`src/rtl/load_store_unit_if.sv`:
```
// Execute-side request, memory bus and response signals of the load/store unit.
// The slave modport is the unit; the master modport is the execute stage plus memory.
interface load_store_unit_if;
  logic        req_valid;
  logic        req_ready;
  logic [6:0]  opcode;
  logic [2:0]  funct3;
  logic [31:0] addr;
  logic [31:0] wdata;
  logic        mem_valid;
  logic        mem_ready;
  logic        mem_we;
  logic [31:0] mem_addr;
  logic [3:0]  mem_wstrb;
  logic [31:0] mem_wdata;
  logic        mem_rvalid;
  logic [31:0] mem_rdata;
  logic        rsp_valid;
  logic [31:0] rsp_data;
  logic        rsp_err;
  logic        busy;

  modport slave (
    input  req_valid, opcode, funct3, addr, wdata, mem_ready, mem_rvalid, mem_rdata,
    output req_ready, mem_valid, mem_we, mem_addr, mem_wstrb, mem_wdata,
           rsp_valid, rsp_data, rsp_err, busy
  );

  modport master (
    output req_valid, opcode, funct3, addr, wdata, mem_ready, mem_rvalid, mem_rdata,
    input  req_ready, mem_valid, mem_we, mem_addr, mem_wstrb, mem_wdata,
           rsp_valid, rsp_data, rsp_err, busy
  );
endinterface

```
`src/rtl/load_store_unit.sv`:
```
// RV32I load/store unit: one outstanding access, alignment/legality checking,
// store lane replication with byte strobes, and load extraction with extension.
module load_store_unit (
  input  logic             clk,
  input  logic             rst,
  load_store_unit_if.slave bus
);
  typedef enum logic [1:0] {IDLE, REQ, WAIT, DONE} state_t;

  state_t      state;
  state_t      state_next;

  logic        accept;
  logic        is_load;
  logic        is_store;
  logic        f3_legal;
  logic        misaligned;
  logic        req_err;
  logic [3:0]  strb_new;
  logic [31:0] lane_new;
  logic [7:0]  sel_byte;
  logic [15:0] sel_half;
  logic [31:0] load_ext;

  logic        we_q;
  logic [2:0]  f3_q;
  logic [1:0]  off_q;
  logic        err_q;
  logic [31:0] maddr_q;
  logic [3:0]  strb_q;
  logic [31:0] mwdata_q;
  logic [31:0] rdata_q;

  // Request decode on the live inputs; only consumed on the accept edge.
  always_comb begin
    is_load  = (bus.opcode == 7'b0000011);
    is_store = (bus.opcode == 7'b0100011);
    f3_legal = 1'b0;
    if (is_load)
      f3_legal = (bus.funct3 inside {3'b000, 3'b001, 3'b010, 3'b100, 3'b101});
    else if (is_store)
      f3_legal = (bus.funct3 inside {3'b000, 3'b001, 3'b010});
    misaligned = ((bus.funct3[1:0] == 2'b01) && bus.addr[0]) ||
                 ((bus.funct3[1:0] == 2'b10) && (bus.addr[1:0] != 2'b00));
    req_err    = !f3_legal || misaligned;
    case (bus.funct3[1:0])
      2'b00: begin
        strb_new = 4'b0001 << bus.addr[1:0];
        lane_new = {4{bus.wdata[7:0]}};
      end
      2'b01: begin
        strb_new = 4'b0011 << bus.addr[1:0];
        lane_new = {2{bus.wdata[15:0]}};
      end
      default: begin
        strb_new = 4'b1111;
        lane_new = bus.wdata;
      end
    endcase
    accept = bus.req_valid && bus.req_ready;
  end

  always_comb begin
    case (off_q)
      2'd0:    sel_byte = bus.mem_rdata[7:0];
      2'd1:    sel_byte = bus.mem_rdata[15:8];
      2'd2:    sel_byte = bus.mem_rdata[23:16];
      default: sel_byte = bus.mem_rdata[31:24];
    endcase
    sel_half = off_q[1] ? bus.mem_rdata[31:16] : bus.mem_rdata[15:0];
    case (f3_q)
      3'b000:  load_ext = {{24{sel_byte[7]}}, sel_byte};
      3'b100:  load_ext = {24'd0, sel_byte};
      3'b001:  load_ext = {{16{sel_half[15]}}, sel_half};
      3'b101:  load_ext = {16'd0, sel_half};
      default: load_ext = bus.mem_rdata;
    endcase
  end

  always_ff @(posedge clk or posedge rst) begin
    if (rst) state <= IDLE;
    else     state <= state_next;
  end

  always_comb begin
    state_next = state;
    case (state)
      IDLE: if (accept) state_next = req_err ? DONE : REQ;
      REQ:  if (bus.mem_ready) state_next = we_q ? DONE : WAIT;
      WAIT: if (bus.mem_rvalid) state_next = DONE;
      default: state_next = IDLE;
    endcase
  end

  // Memory payload is fully formed at accept so it stays frozen through any stall.
  always_ff @(posedge clk or posedge rst) begin
    if (rst) begin
      we_q     <= 1'b0;
      f3_q     <= '0;
      off_q    <= '0;
      err_q    <= 1'b0;
      maddr_q  <= '0;
      strb_q   <= '0;
      mwdata_q <= '0;
      rdata_q  <= '0;
    end else if (accept) begin
      we_q     <= is_store;
      f3_q     <= bus.funct3;
      off_q    <= bus.addr[1:0];
      err_q    <= req_err;
      maddr_q  <= {bus.addr[31:2], 2'b00};
      strb_q   <= is_store ? strb_new : '0;
      mwdata_q <= is_store ? lane_new : '0;
      rdata_q  <= '0;
    end else if ((state == WAIT) && bus.mem_rvalid) begin
      rdata_q  <= load_ext;
    end
  end

  always_comb begin
    bus.req_ready = (state == IDLE) && !rst;
    bus.busy      = (state != IDLE);
    bus.mem_valid = (state == REQ);
    bus.mem_we    = (state == REQ) && we_q;
    bus.mem_addr  = maddr_q;
    bus.mem_wstrb = strb_q;
    bus.mem_wdata = mwdata_q;
    bus.rsp_valid = (state == DONE);
    bus.rsp_data  = rdata_q;
    bus.rsp_err   = err_q;
  end
endmodule

```
`src/flat_wrapper.sv`:
```
// flat-port wrapper written by rule: the top's interface ports become plain ports
module load_store_unit_flat 
  (clk, rst, bus_req_valid, bus_opcode, bus_funct3, bus_addr, bus_wdata, bus_mem_ready, bus_mem_rvalid, bus_mem_rdata, bus_req_ready, bus_mem_valid, bus_mem_we, bus_mem_addr, bus_mem_wstrb, bus_mem_wdata, bus_rsp_valid, bus_rsp_data, bus_rsp_err, bus_busy);
  load_store_unit_if bus_i ();
  input  logic clk;
  input  logic rst;
  input wire logic [$bits(bus_i.req_valid)-1:0] bus_req_valid;
  input wire logic [$bits(bus_i.opcode)-1:0] bus_opcode;
  input wire logic [$bits(bus_i.funct3)-1:0] bus_funct3;
  input wire logic [$bits(bus_i.addr)-1:0] bus_addr;
  input wire logic [$bits(bus_i.wdata)-1:0] bus_wdata;
  input wire logic [$bits(bus_i.mem_ready)-1:0] bus_mem_ready;
  input wire logic [$bits(bus_i.mem_rvalid)-1:0] bus_mem_rvalid;
  input wire logic [$bits(bus_i.mem_rdata)-1:0] bus_mem_rdata;
  output wire logic [$bits(bus_i.req_ready)-1:0] bus_req_ready;
  output wire logic [$bits(bus_i.mem_valid)-1:0] bus_mem_valid;
  output wire logic [$bits(bus_i.mem_we)-1:0] bus_mem_we;
  output wire logic [$bits(bus_i.mem_addr)-1:0] bus_mem_addr;
  output wire logic [$bits(bus_i.mem_wstrb)-1:0] bus_mem_wstrb;
  output wire logic [$bits(bus_i.mem_wdata)-1:0] bus_mem_wdata;
  output wire logic [$bits(bus_i.rsp_valid)-1:0] bus_rsp_valid;
  output wire logic [$bits(bus_i.rsp_data)-1:0] bus_rsp_data;
  output wire logic [$bits(bus_i.rsp_err)-1:0] bus_rsp_err;
  output wire logic [$bits(bus_i.busy)-1:0] bus_busy;
  assign bus_i.req_valid = bus_req_valid;
  assign bus_i.opcode = bus_opcode;
  assign bus_i.funct3 = bus_funct3;
  assign bus_i.addr = bus_addr;
  assign bus_i.wdata = bus_wdata;
  assign bus_i.mem_ready = bus_mem_ready;
  assign bus_i.mem_rvalid = bus_mem_rvalid;
  assign bus_i.mem_rdata = bus_mem_rdata;
  assign bus_req_ready = bus_i.req_ready;
  assign bus_mem_valid = bus_i.mem_valid;
  assign bus_mem_we = bus_i.mem_we;
  assign bus_mem_addr = bus_i.mem_addr;
  assign bus_mem_wstrb = bus_i.mem_wstrb;
  assign bus_mem_wdata = bus_i.mem_wdata;
  assign bus_rsp_valid = bus_i.rsp_valid;
  assign bus_rsp_data = bus_i.rsp_data;
  assign bus_rsp_err = bus_i.rsp_err;
  assign bus_busy = bus_i.busy;
  load_store_unit u_core (.clk(clk), .rst(rst), .bus(bus_i));
endmodule
```
`config.mk`:
```
export PLATFORM = sky130hd
export DESIGN_NAME = load_store_unit_flat
export DESIGN_NICKNAME = d
export VERILOG_FILES = /design/src/rtl/load_store_unit_if.sv /design/src/rtl/load_store_unit.sv /design/src/flat_wrapper.sv
export SDC_FILE = /design/constraint.sdc
export NUM_CORES = 1
export LEC_CHECK = 0
export CAP_MARGIN = 25
export CELL_PAD_IN_SITES_DETAIL_PLACEMENT = 1
export CELL_PAD_IN_SITES_GLOBAL_PLACEMENT = 1
export CORE_MARGIN = 1.5
export CORE_UTILIZATION = 32
export DETAILED_ROUTE_END_ITERATION = 10
export GPL_TIMING_DRIVEN = 1
export PLACE_DENSITY_LB_ADDON = 0.1
export SKIP_LAST_GASP = 1
export SLEW_MARGIN = 15
export SYNTH_ARGS = -nofsm -noshare
export SYNTH_HDL_FRONTEND = slang
export SYNTH_SLANG_ARGS = --single-unit
```
`constraint.sdc`:
```
create_clock -name clk -period 8.6 [get_ports clk]
set_clock_uncertainty 0.05 [all_clocks]
set_input_delay 1.72 -clock clk [delete_from_list [all_inputs] [get_ports clk]]
set_output_delay 1.72 -clock clk [all_outputs]
set_load 0.05 [all_outputs]
```
## Word level (Yosys, flattened, before mapping)

Cells that the tools add are included.

- Register bits after elaboration: 107
- Logic and storage cells: 68

- Shift operators: 2
- Equality and inequality tests: 19
- Multiplexer cells: 17
- Reductions and logical operators: 21

Operators by type and width:

| kind | count |
|---|---|
| case mux 32 bit (4 select lines) | 1 |
| 2-to-1 mux 32 bit | 3 |
| case mux 32 bit (2 select lines) | 1 |
| case mux 8 bit (3 select lines) | 1 |
| 2-to-1 mux 16 bit | 1 |
| equality test 3 bit (second input constant) | 4 |
| equality test 2 bit (second input constant) | 4 |
| 2-to-1 mux 2 bit | 4 |
| case mux 4 bit (2 select lines) | 1 |
| equality test 7 x 2 -> 1 bit (second input constant) | 1 |
| equality test 7 x 6 -> 1 bit (second input constant) | 1 |
| equality test 2 x 1 -> 1 bit (second input constant) | 3 |
| equality test 3 x 1 -> 1 bit (second input constant) | 2 |
| logical AND 1 bit | 6 |
| zero test 2 bit | 3 |
| zero test 3 bit | 2 |
| case mux 2 bit (3 select lines) | 1 |
| nonzero test 2 bit | 3 |
| nonzero test 5 bit | 1 |
| 2-to-1 mux 4 bit | 1 |
| inequality test 2 bit (second input constant) | 2 |
| left shift 1 x 2 -> 4 bit (first input constant) | 1 |
| left shift 2 x 2 -> 4 bit (first input constant) | 1 |
| equality test 3 x 2 -> 1 bit (second input constant) | 1 |
| 6 further kinds | 10 |

## Longest topological paths before layout

Gate-level depths: netlist (run 1).

- Depth after elaboration: 9
- Gate-level depth with buffers: 9
- Gate-level depth less buffers: 6

## Worst setup path before layout (run 1)

Ideal clock, no wire load.

- Kind: input port to output port
- From: input rst
- To: output bus_req_ready
- Buffers on the path: 0
- Setup slack: 4390 ps
- Data arrival time: 2440 ps
- Stages on the path: 1
- Path through: nor2b_1

- Word-level cells in the longest chain between the ends: 2

Ends and longest elaborated chain:

| what | line | text |
|---|---|---|
| start, declared | flat_wrapper.sv:6 | `input logic rst;` |
| zero test 1 bit (no line) | n/a |  |
| logical AND 1 bit | load_store_unit.sv:121 | `bus.req_ready = (state == IDLE) && !rst;` |
| end, declared | flat_wrapper.sv:15 | `output wire logic [$bits(bus_i.req_ready)-1:0] bus_req_ready;` |

No other way between the ends.

## Worst setup path after layout (run 1)

Same ends and word-level chain as after synthesis.

==> results.toml, run 1 <==
[worst_setup_path]
critical_path_buf_inv_count = 2
required_ns = 6.83
worst_path_dominant_cell_family = "buffers and inverters"
startpoint_type = "input port"
worst-path-stages = 3
crit_path_max_incr_delay_ns = 0.84
arrival_ns = 3.26
crit_fanout = 3
critPathKind = "input port to output port"
crit_chain = "clkdlybuf4s50_1, nor2b_1, clkdlybuf4s50_1"
rr_worst_depth = 5
critPathMostFrequentCell = "clkdlybuf4s50_1"
cp_slowest_cell = "clkdlybuf4s50_1"
endpoint_kind = "output port"

[yosys]
netlist_instances = 515
synth_cell_types = 48
syn-cell-area_mm2 = 0.005019
synthArstFlopShare_pct = 100.0
avgSynthCellArea_um2 = 9.745
ys_warn_count = 0
yosysTopAreaCellShare_pct = 53.35
synthFlopType = "dfrtp_1"
yosysSeqAreaShare_pct = 53.35
netlist.top_cell.by_area = "dfrtp_1"
synth_edf_count = 0
yosys-top-cells-area = "dfrtp_1 (53%), nand2_1 (12%), nor2b_1 (4.0%)"
ys_ff_latch = 107

[pwr]
power_leakage_nw = 3.298
ir_drop_uv = 217.2
power_density_mw_per_mm2 = 318.4

[placed_design]
dp_hpwl_um = 11750
io_buffers = 214
gp_congestion = 0.7585

[sta]
tightest_slew_ns = 0.9772
min_period_ns = 5.035
fmax_mhz = 198.6
rsz0062_at_grt = "no"
fin_crit_sh_pct = 58.55
tns_ns = 0
finalHoldViolCount = 0
max-slew-margin-rel_pct = 34.85
finalSetupViolCount = 0
slew_viol_final = 0

[route]
wl_um = 16490
ant_nets = 0
viasPerCell = 5.009
firstDrtPassIters = 6
drt-initial-drc-count = 208
wl_per_cell_um = 17.81
drc = 0
vias = 4638

[clock_tree]
worstSkewPairLatency_ns = 0.35
tritoncts = "done"
cts_sinks = 107
cts_made_buffers = 9
clk_path_buf_depth = 2
ctsHoldBuffers = 0
clk_pin_slew_ns = 0.07
cts_root_buf = "clkbuf_16"
cts_setup_buffers = 0
cts_resized = 0
htree_levels = 3

[floorplanning]
die_w_um = 128.2
ioPinCount = 217
die_height_um = 128.2
start_util_pct = 32.89
num_rows = 45
die-area_mm2 = 0.01644
coreArea_mm2 = 0.01526

[global_route]
grt_pass1_vias = 4817
grt_remaining_overflow = 0
track_usage_pct = 20.42
grt_first_pass_wirelength_um = 25920
grt_max_degree = 79
antenna_found_initial = 1

[outcome]
status = "finished, final reports clean"

[cells_and_area]
final_util_pct = 49.76
final_common_cell = "clkdlybuf4s50_1"
area_growth_pct = 51.28
fill_cells = 1742
drive_above_1_share_pct = 5.462
fin_nets = 824
final_cell_mix = "clkdlybuf4s50_1 (214), nand2_1 (153), dfrtp_1 (107), nor2b_1 (32), o21ai_0 (23)"

[min_path]
min_path_type = "register to register"
whs_path_depth = 2

[job]
max_cap_viol_count = 0
## metal layers
layer  vias to the layer above  wire [um]  GRT usage (%)
met3                        23       1257          6.010
met2                       153       7715          33.02
met5                         -          0              0
li1                       2167          -              -
met1                      2295       7167          25.91
met4                         0        349          7.667
## worst register-to-register path, delay by kind of cell (launching register included)
kind	cells	cell delay, ns
buffers and inverters	1	0.11
DFF	1	0.42
AOI/OAI and AO/OA	1	0.46
and+or+nand+nor	2	1.56
adders and majority gates	1	0.26
## where the power goes
| part | internal [W] | switching [W] |
|---|---|---|
| combinational | 0.000447 | 0.000813 |
| clock | 0.000199 | 0.000193 |
| sequential | 0.000645 | 0.000121 |
## Yosys cell counts, drive strengths merged (3+ instances only)
library cell,n
ha,4
mux2i,11
a211oi,9
a21oi,12
inv,8
nand2,154
dfrtp,107
o21ai,29
nor3,5
buf,17
nand2b,5
a22oi,6
nor2,7
a221o,16
a21boi,4
clkbuf,21
a32o,3
mux2,6
a22o,11
o31ai,18
nor2b,32
o221ai,5
## worst paths after layout
path                                                     from                                    to  slack, ns
setup / recovery                                          rst                         bus_req_ready       3.57
min in group asynchronous                                 rst    u_core.bus.mem_addr[5]$_DFFE_PP0P_       1.72
hold reg to reg            u_core.bus.mem_addr[3]$_DFFE_PP0P_    u_core.bus.mem_addr[3]$_DFFE_PP0P_       0.43
hold / removal             u_core.bus.mem_addr[3]$_DFFE_PP0P_    u_core.bus.mem_addr[3]$_DFFE_PP0P_       0.43
max in group asynchronous                                 rst   u_core.bus.mem_wdata[5]$_DFFE_PP0P_       5.65
setup reg to reg                  u_core.state[1]$_DFFE_PP0P_  u_core.bus.mem_wdata[28]$_DFFE_PP0P_       5.63
## cell type report
type	count	area (um^2)	share of cell area (%)
Clock inverter	5	37.54	0.4944
Tap cell	211	264.0	3.477
Clock buffer	11	232.7	3.065
Antenna cell	1	2.502	0.03296
Multi-Input combinational cell	363	2146	28.26
Inverter	8	32.53	0.4285
Sequential cell	107	2678	35.27
Timing Repair Buffer	220	2200	28.97
## cells by family after synthesis
logic type / after synthesis / synth area share, %
flip-flops: 107 / 53.35
buffers and inverters: 46 / 4.214
AO/OA/AOI/OAI: 123 / 18.20
adder cells (fa/ha/maj): 4 / 0.9973
other: 1 / 0.07472
AND/OR/NAND/NOR: 216 / 19.17
multiplexers: 18 / 3.989
## flip-flops by register name (all words and copies together), names as in the netlist
signal                cells
u_core.bus.mem_wdata     32
u_core.bus.rsp_data      32
u_core.bus.mem_addr      30
u_core.bus.mem_wstrb      4
u_core.f3_q               3
u_core.off_q              2
u_core.state              2
u_core.bus.rsp_err        1
u_core.we_q               1
## metrics by stage
step	instance area [um^2]	setup slack, ns	hold WS, ns	total power [W]	cells
global route	7590	3.510	0.4535	0.002556	925
detailed placement	7300	3.578	0.4143	0.002040	908
CTS	7570	3.566	0.4331	0.002440	924
finish	7592	3.565	0.4268	0.002418	926
global placement	7292	3.607	0.4076	0.002003	907
floorplan	5022	4.013	0.3887	0.001597	516
Power figures use the tool's default switching activity.
==> run 2, diff against run 1 <==
--- a/config.mk
+++ b/config.mk
@@ -9,7 +9,7 @@
 export CELL_PAD_IN_SITES_DETAIL_PLACEMENT = 1
 export CELL_PAD_IN_SITES_GLOBAL_PLACEMENT = 1
 export CORE_MARGIN = 1.5
-export CORE_UTILIZATION = 32
+export CORE_UTILIZATION = 31
 export DETAILED_ROUTE_END_ITERATION = 10
 export GPL_TIMING_DRIVEN = 1
 export PLACE_DENSITY_LB_ADDON = 0.1
==> constraint.sdc (replaced) <==
create_clock -name clk -period 5.2 [get_ports clk]
set_clock_uncertainty 0.05 [all_clocks]
set_input_delay 1.04 -clock clk [delete_from_list [all_inputs] [get_ports clk]]
set_output_delay 1.04 -clock clk [all_outputs]
set_load 0.05 [all_outputs]
==> run 2 against run 1 <==
Via count is 0.24% lower. Combinational power is 67% higher. Power is 70% higher. Worst hold slack better by 0.00078 ns. Highest routed layer unchanged.
==> results.toml, run 2 (synthesis gave the netlist of run 1 again) <==
[cells_and_area]
fill_cells = 1764
fin_nets = 825
final_common_cell = "clkdlybuf4s50_1"
final_cell_mix = "clkdlybuf4s50_1 (214), nand2_1 (153), dfrtp_1 (107), nor2b_1 (32), o21ai_0 (23)"
final_util_pct = 48.43
drive_above_1_share_pct = 5.742
area_growth_pct = 52.75

[global_route]
grt_remaining_overflow = 0
antenna_found_initial = 0
grt_pass1_vias = 4917
grt_max_degree = 75
track_usage_pct = 19.82
grt_first_pass_wirelength_um = 26010

[placed_design]
io_buffers = 214
gp_congestion = 0.7836
dp_worst_setup_slack_ns = 1.386
dp_hpwl_um = 11930

[job]
max_cap_viol_count = 0

[clock_tree]
cts_made_buffers = 9
cts_setup_buffers = 0
cts_resized = 0
ctsHoldBuffers = 0
tritoncts = "done"
cts_sinks = 107
clk_pin_slew_ns = 0.07
cts_root_buf = "clkbuf_16"
htree_levels = 3
clk_path_buf_depth = 2
worstSkewPairLatency_ns = 0.35

[pwr]
power_density_mw_per_mm2 = 536.1
power_leakage_nw = 3.339
p_total_w = 0.004110
ir_drop_uv = 201.1

[sta]
rsz0062_at_grt = "no"
slew_viol_final = 0
finalSetupViolCount = 0
tightest_slew_ns = 0.9310
min_period_ns = 3.652
finalHoldViolCount = 0
tns_ns = 0
fmax_mhz = 273.8
fin_crit_sh_pct = 70.23
layout_setup_ws_ns = 1.548
max-slew-margin-rel_pct = 37.94

[route]
ant_nets = 0
wl_per_cell_um = 17.73
drc = 0
vias = 4627
firstDrtPassIters = 4
drt-initial-drc-count = 224
viasPerCell = 4.970
wl_um = 16500

[worst_setup_path]
startpoint_type = "input port"
crit_path_max_incr_delay_ns = 0.84
worst_path_dominant_cell_family = "buffers and inverters"
arrival_ns = 2.56
crit_chain = "clkdlybuf4s50_1, nor2b_1, clkdlybuf4s50_1"
critPathKind = "input port to output port"
crit_fanout = 3
critPathMostFrequentCell = "clkdlybuf4s50_1"
endpoint_kind = "output port"
reg2reg_slack_ns = 2.34
required_ns = 4.11
cp_slowest_cell = "clkdlybuf4s50_1"
critical_path_buf_inv_count = 2

[floorplanning]
num_rows = 46
coreArea_mm2 = 0.01583
die_height_um = 130.2
die-area_mm2 = 0.01696
start_util_pct = 31.71
die_w_um = 130.2
ioPinCount = 217

[min_path]
min_path_type = "register to register"

[outcome]
status = "finished, final reports clean"
## run 2: cell types whose count changed in the layout (fill, tap and decap cells not counted), sizes merged
| cell | change |
|---|---|
| inv | -2 |
| clkinvlp | -2 |
| bufinv | +2 |
| buf | +1 |
| clkinv | +1 |
## run 2: layout make-up
class                      count  area [um^2]  share of cell area (%)
antenna                        1        2.502                 0.03264
timing repair buffer         221         2211                   28.84
clock buffer                  11        252.7                   3.297
multi-input combinational    363         2146                   27.99
clock inverter                 4        73.82                  0.9630
sequential                   107         2678                   34.93
tap                          216        270.3                   3.525
inverter                       8        32.53                  0.4244
## run 2: final timing paths
kind / cells past startpoint / startpoint / end
max: 3 / rst / bus_req_ready
min: 2 / u_core.bus.mem_addr[9]$_DFFE_PP0P_ / u_core.bus.mem_addr[9]$_DFFE_PP0P_
max reg2reg: 5 / u_core.state[1]$_DFFE_PP0P_ / u_core.bus.mem_wdata[25]$_DFFE_PP0P_
min reg2reg: 2 / u_core.bus.mem_addr[9]$_DFFE_PP0P_ / u_core.bus.mem_addr[9]$_DFFE_PP0P_
max in group asynchronous: 3 / rst / u_core.bus.mem_addr[23]$_DFFE_PP0P_
min in group asynchronous: 2 / rst / u_core.bus.rsp_data[17]$_DFFE_PP0P_
## run 2: worst reg2reg max path: stages (launching register included)
cell,delay [ns]
dfrtp_1,0.42
inv_1,0.10
ha_1,0.23
and3b_2,0.80
nand3_2,0.71
o31ai_1,0.44
## run 2: where the power goes
part	internal, W	leakage, nW	switching (W)	total (W)
registers	0.00107	1.41	0.000188	0.00126
logic	0.000744	1.77	0.00136	0.00210
clock network	0.000446	0.162	0.000308	0.000754
total	0.00226	3.34	0.00185	0.00411
## run 2: layer usage
metal	wire (um)	up-vias	track usage [%]
li1	-	2175	-
met2	7882	156	32.76
met1	7227	2282	25.81
met3	1193	14	4.592
met5	0	-	0
met4	199	0	6.078
## run 2: stage by stage
stage,hold WS [ns],cell area (um^2),instances
final,0.4275,7666,931
after global routing,0.4540,7664,930
after CTS,0.4317,7644,929
after detailed placement,0.4164,7317,914
after global placement,0.4091,7306,913
after floorplan,0.3887,5022,516
==> run 3, diff against run 2 <==
==> constraint.sdc (replaced) <==
create_clock -name clk -period 3.7 [get_ports clk]
set_clock_uncertainty 0.05 [all_clocks]
set_input_delay 0.74 -clock clk [delete_from_list [all_inputs] [get_ports clk]]
set_output_delay 0.74 -clock clk [all_outputs]
set_load 0.05 [all_outputs]
==> run 3 against run 2 <==
First-iteration DRC count fell by 27%. Via count grew 0.32%. Register-to-register slack got worse by 1.1 ns. Final area fell by 0.16%. Count of clock-buffer cells in the layout decreased by 1. Largest power group unchanged.
==> results.toml, run 3 (synthesis gave the netlist of run 1 again) <==
[clock_tree]
clk_path_buf_depth = 2
cts_resized = 0
cts_root_buf = "clkbuf_16"
ctsHoldBuffers = 0
worstSkewPairLatency_ns = 0.34
tritoncts = "done"
clk_pin_slew_ns = 0.07
cts_sinks = 107
htree_levels = 3
cts_made_buffers = 9
cts_setup_buffers = 0

[floorplanning]
start_util_pct = 31.71
num_rows = 46
die_height_um = 130.2
ioPinCount = 217
coreArea_mm2 = 0.01583
die-area_mm2 = 0.01696
die_w_um = 130.2

[pwr]
p_total_w = 0.005678
power_leakage_nw = 3.344
power_density_mw_per_mm2 = 741.9
ir_drop_uv = 409.8

[route]
vias = 4642
drt-initial-drc-count = 163
wl_per_cell_um = 17.95
viasPerCell = 4.965
wl_um = 16790
drc = 0
firstDrtPassIters = 4
ant_nets = 0

[job]
max_cap_viol_count = 0

[worst_setup_path]
critPathKind = "input port to output port"
crit_path_max_incr_delay_ns = 0.84
reg2reg_slack_ns = 1.28
startpoint_type = "input port"
crit_fanout = 3
required_ns = 2.91
cp_slowest_cell = "clkdlybuf4s50_1"
endpoint_kind = "output port"
crit_chain = "clkdlybuf4s50_1, nor2b_1, clkdlybuf4s50_1"
arrival_ns = 2.29
critPathMostFrequentCell = "clkdlybuf4s50_1"

[cells_and_area]
multiInputGateArea_mm2 = 0.002146
fin_nets = 830
regArea_mm2 = 0.002678
final_common_cell = "clkdlybuf4s50_1"
antenna_cells = 0
area_growth_pct = 52.51
final_cell_mix = "clkdlybuf4s50_1 (214), nand2_1 (153), dfrtp_1 (107), nor2b_1 (32), o21ai_0 (23)"
drive_above_1_share_pct = 6.259
fill_cells = 1786

[placed_design]
dp_worst_setup_slack_ns = 0.6219
io_buffers = 214
dp_hpwl_um = 12300
gp_congestion = 0.7316

[sta]
finalHoldViolCount = 0
tightest_slew_ns = 0.8576
rsz0062_at_grt = "no"
slew_viol_final = 0
layout_setup_ws_ns = 0.6214
tns_ns = 0
fin_crit_sh_pct = 83.20
max-slew-margin-rel_pct = 42.63
finalSetupViolCount = 0
min_period_ns = 3.079
whs_ns = 0.4232
fmax_mhz = 324.8

[global_route]
grt_max_degree = 50
grt_remaining_overflow = 0
grt_pass1_vias = 5030
track_usage_pct = 20.23
grt_first_pass_wirelength_um = 26530
antenna_found_initial = 0

[min_path]
min_path_type = "register to register"

[outcome]
status = "finished, final reports clean"
run 3: changes by cell type in the layout (fill, tap and decap cells not counted), sizes merged:
cell and delta:
diode -1, inv +1, clkbuf -1, buf +5, clkinv +1, bufinv -1
run 3: cell type report:
| type | instances | area share, % |
|---|---|---|
| clock inverters | 5 | 0.7030 |
| well taps | 216 | 3.531 |
| multi-input cells | 363 | 28.04 |
| inverters | 8 | 0.4250 |
| clock buffers | 10 | 2.992 |
| flip-flops and latches | 107 | 34.98 |
| repair buffers | 226 | 29.33 |
run 3: metrics by stage:
step / area [um^2] / utilization, % / std cells
2_1_floorplan: 5022 / - / 516
3_3_place_gp: 7371 / 46.57 / 920
3_5_place_dp: 7371 / 46.57 / 920
4_1_cts: 7654 / 48.36 / 935
5_1_grt: 7654 / 48.36 / 935
6_report: 7654 / 48.36 / 935
run 3: per-layer routing:
| metal | track usage, % | vias up | wire length [um] |
|---|---|---|---|
| met5 | 0 | - | 0 |
| met4 | 7.059 | 0 | 282 |
| met3 | 5.617 | 20 | 1397 |
| met2 | 33.47 | 178 | 8057 |
| met1 | 25.40 | 2262 | 7050 |
| li1 | - | 2182 | - |
run 3: final timing paths:
check	from	endpoint	cells past startpoint
min in group asynchronous	rst	u_core.state[0]$_DFFE_PP0P_	2
max in group asynchronous	rst	u_core.bus.rsp_data[9]$_DFFE_PP0P_	3
min	u_core.bus.mem_addr[10]$_DFFE_PP0P_	u_core.bus.mem_addr[10]$_DFFE_PP0P_	2
max	rst	bus_req_ready	3
min reg2reg	u_core.bus.mem_addr[10]$_DFFE_PP0P_	u_core.bus.mem_addr[10]$_DFFE_PP0P_	2
max reg2reg	u_core.state[0]$_DFFE_PP0P_	u_core.bus.rsp_data[17]$_DFFE_PP0P_	6
run 3: power breakdown:
part           total, W  internal, W  switching [W]
logic           0.00299      0.00105        0.00193
clock network  0.000955     0.000521       0.000434
registers       0.00174      0.00150       0.000238
total           0.00568      0.00307        0.00261
run 3: worst max-delay path, delay by kind of cell:
family	cells	cell delay [ns]
buffers and inverters	2	1.33
and+or+nand+nor	1	0.22
==> RTL edit, RTL diff (flow settings as in run 2) <==
Re-encode `state_t` (4 states) as Gray code, 2 bits wide.
--- a/src/rtl/load_store_unit.sv
+++ b/src/rtl/load_store_unit.sv
@@ -7,3 +7,3 @@
 );
-  typedef enum logic [1:0] {IDLE, REQ, WAIT, DONE} state_t;
+  typedef enum logic [1:0] {IDLE = 2'b00, REQ = 2'b01, WAIT = 2'b11, DONE = 2'b10} state_t;
 
Behaviour: same outputs for any inputs over 10 cycles, from zero or initial values and one cycle with rst high; not proved beyond that.
==> RTL edit against run 2 <==
  * Global-route usage up 1.4 points
  * Cell count rose by 1.2%
  * Critical path depth unchanged
  * Routed wire length up 4.3%
  * Synthesized cell count rose by 2.7%
  * Worst hold slack got worse by 0.0035 ns
  * Setup slack worse by 0.044 ns
  * Area after synthesis is 1.6% lower
  * Cell area decreased by 1.1%
  * Sequential cell count stayed put
Power is not compared: it rests on default switching activity, and its combinational part moved more than twofold at a synthesized area within 25%.
==> RTL edit: results <==
INSERT INTO impl_metrics (metric_group, metric, value, unit) VALUES
('yosys', 'synth.top_cells.by_area', 'dfrtp_1, nand2_1, mux2i_1', ''),
('setup_path', 'r2r-end', 'u_core.bus.mem_wdata[28]', ''),
('setup_path', 'worst-r2r-cell-count', '4', ''),
('placed_design', 'placer_congestion_estimate', '0.745', ''),
('yosys', 'synth_commonest_cells', 'nand2_1, dfrtp_1, o21ai_0', ''),
('setup_path', 'worst-r2r-setup-slack', '2.79', 'ns'),
('placed_design', 'dpl.hpwl', '12.3', 'mm'),
('routing', 'drt-initial-drc-count', '225', ''),
('layout', 'drive_gt1_share', '4.79', '%'),
('global_routing', 'grt.total_usage', '21.2', '%'),
('sta', 'final.period_utilization', '71.1', '%'),
('layout', 'antenna-diode-count', '0', ''),
('yosys', 'seq_area_frac_synth', '54.2', '%'),
('min_path', 'hold_path_startpoint', 'u_core.bus.mem_addr[24]', ''),
('routing', 'totalWireLength', '17.2', 'mm'),
('layout', 'layout.filler_cells', '1727', ''),
('layout', 'finish.net_count', '837', ''),
('global_routing', 'first_global_vias', '5030', ''),
('routing', 'route.vias.total', '4642', ''),
('placed_design', 'dp.cells', '926', ''),
('setup_path', 'wp_data_arrival', '2.61', 'ns'),
('run_status', 'run_status', 'completed', ''),
('yosys', 'yosysUniqueCellTypes', '39', ''),
('placed_design', 'place_ws', '1.51', 'ns'),
('routing', 'detail_route.wl_per_cell', '18.3', 'um');
==> RTL edit: changes by cell type after synthesis, moves of 13 or more <==
| cell | change |
|---|---|
| nor2b_1 | -28 |
| a22oi_1 | +17 |
| a221o_1 | -16 |
| mux2i_1 | +18 |
| a21oi_1 | +18 |
| o21ai_1 | +15 |
| nor2_1 | +13 |
| nand2_1 | +14 |
| o31ai_1 | -17 |
==> RTL edit: worst min path at each step <==
stage / slack, ns / endpoint / cells after the start
2_1_floorplan: 0.41 / u_core.we_q / 2
3_3_place_gp: 0.41 / u_core.bus.mem_addr[9] / 2
3_5_place_dp: 0.41 / u_core.bus.mem_addr[30] / 2
4_1_cts: 0.43 / u_core.bus.mem_addr[30] / 2
5_1_grt: 0.46 / u_core.bus.mem_wdata[30] / 2
6_report: 0.42 / u_core.bus.mem_addr[24] / 2
==> RTL edit: cell families after synthesis <==
logic type / synth area share (%)
other cells: 0.0760
compound gates: 15.9
buf+inv: 3.83
flops: 54.2
mux: 7.10
simple gates: 18.9
==> RTL edit: tightest hold or removal path, delay by kind of cell, from the launching register on <==
family	cells	cell delay [ns]
flip-flops	1	0.34
AND/OR/NAND/NOR	2	0.10
==> RTL edit: area by class of cell <==
| type | count | area (um^2) | area share [%] |
|---|---|---|---|
| Clock buffer | 10 | 229 | 3.02 |
| Clock inverter | 6 | 113 | 1.49 |
| Inverter | 3 | 13.8 | 0.182 |
| Multi-Input combinational cell | 385 | 2080 | 27.4 |
| Sequential cell | 107 | 2680 | 35.3 |
| Tap cell | 211 | 264 | 3.48 |
| Timing Repair Buffer | 220 | 2210 | 29.1 |
==> RTL edit: power groups by stage <==
stage,Clock [mW],Combinational [mW],Sequential [mW]
after detailed placement,0,0.535,0.943
after CTS,0.821,0.540,0.927
after global routing,0.850,0.572,0.935
after global placement,0,0.525,0.938
after floorplan,0,0.180,1.06
final,0.803,0.534,0.927
==> RTL edit: stage by stage <==
stage                     hold slack, ns  total power, mW
after floorplan                    0.410             1.24
after detailed placement           0.412             1.48
after CTS                          0.431             2.29
final                              0.424             2.26
after global routing               0.462             2.36
after global placement             0.407             1.46
==> RTL edit: per-layer routing <==
metal	wire [um]	GRT usage [%]	vias up	share of wire, %
li1	-	-	2197	-
met1	7470	26.4	2279	43
met2	8180	35.7	149	48
met3	1330	6.81	17	7.7
met4	230	5.22	0	1.3
met5	0	0	-	0
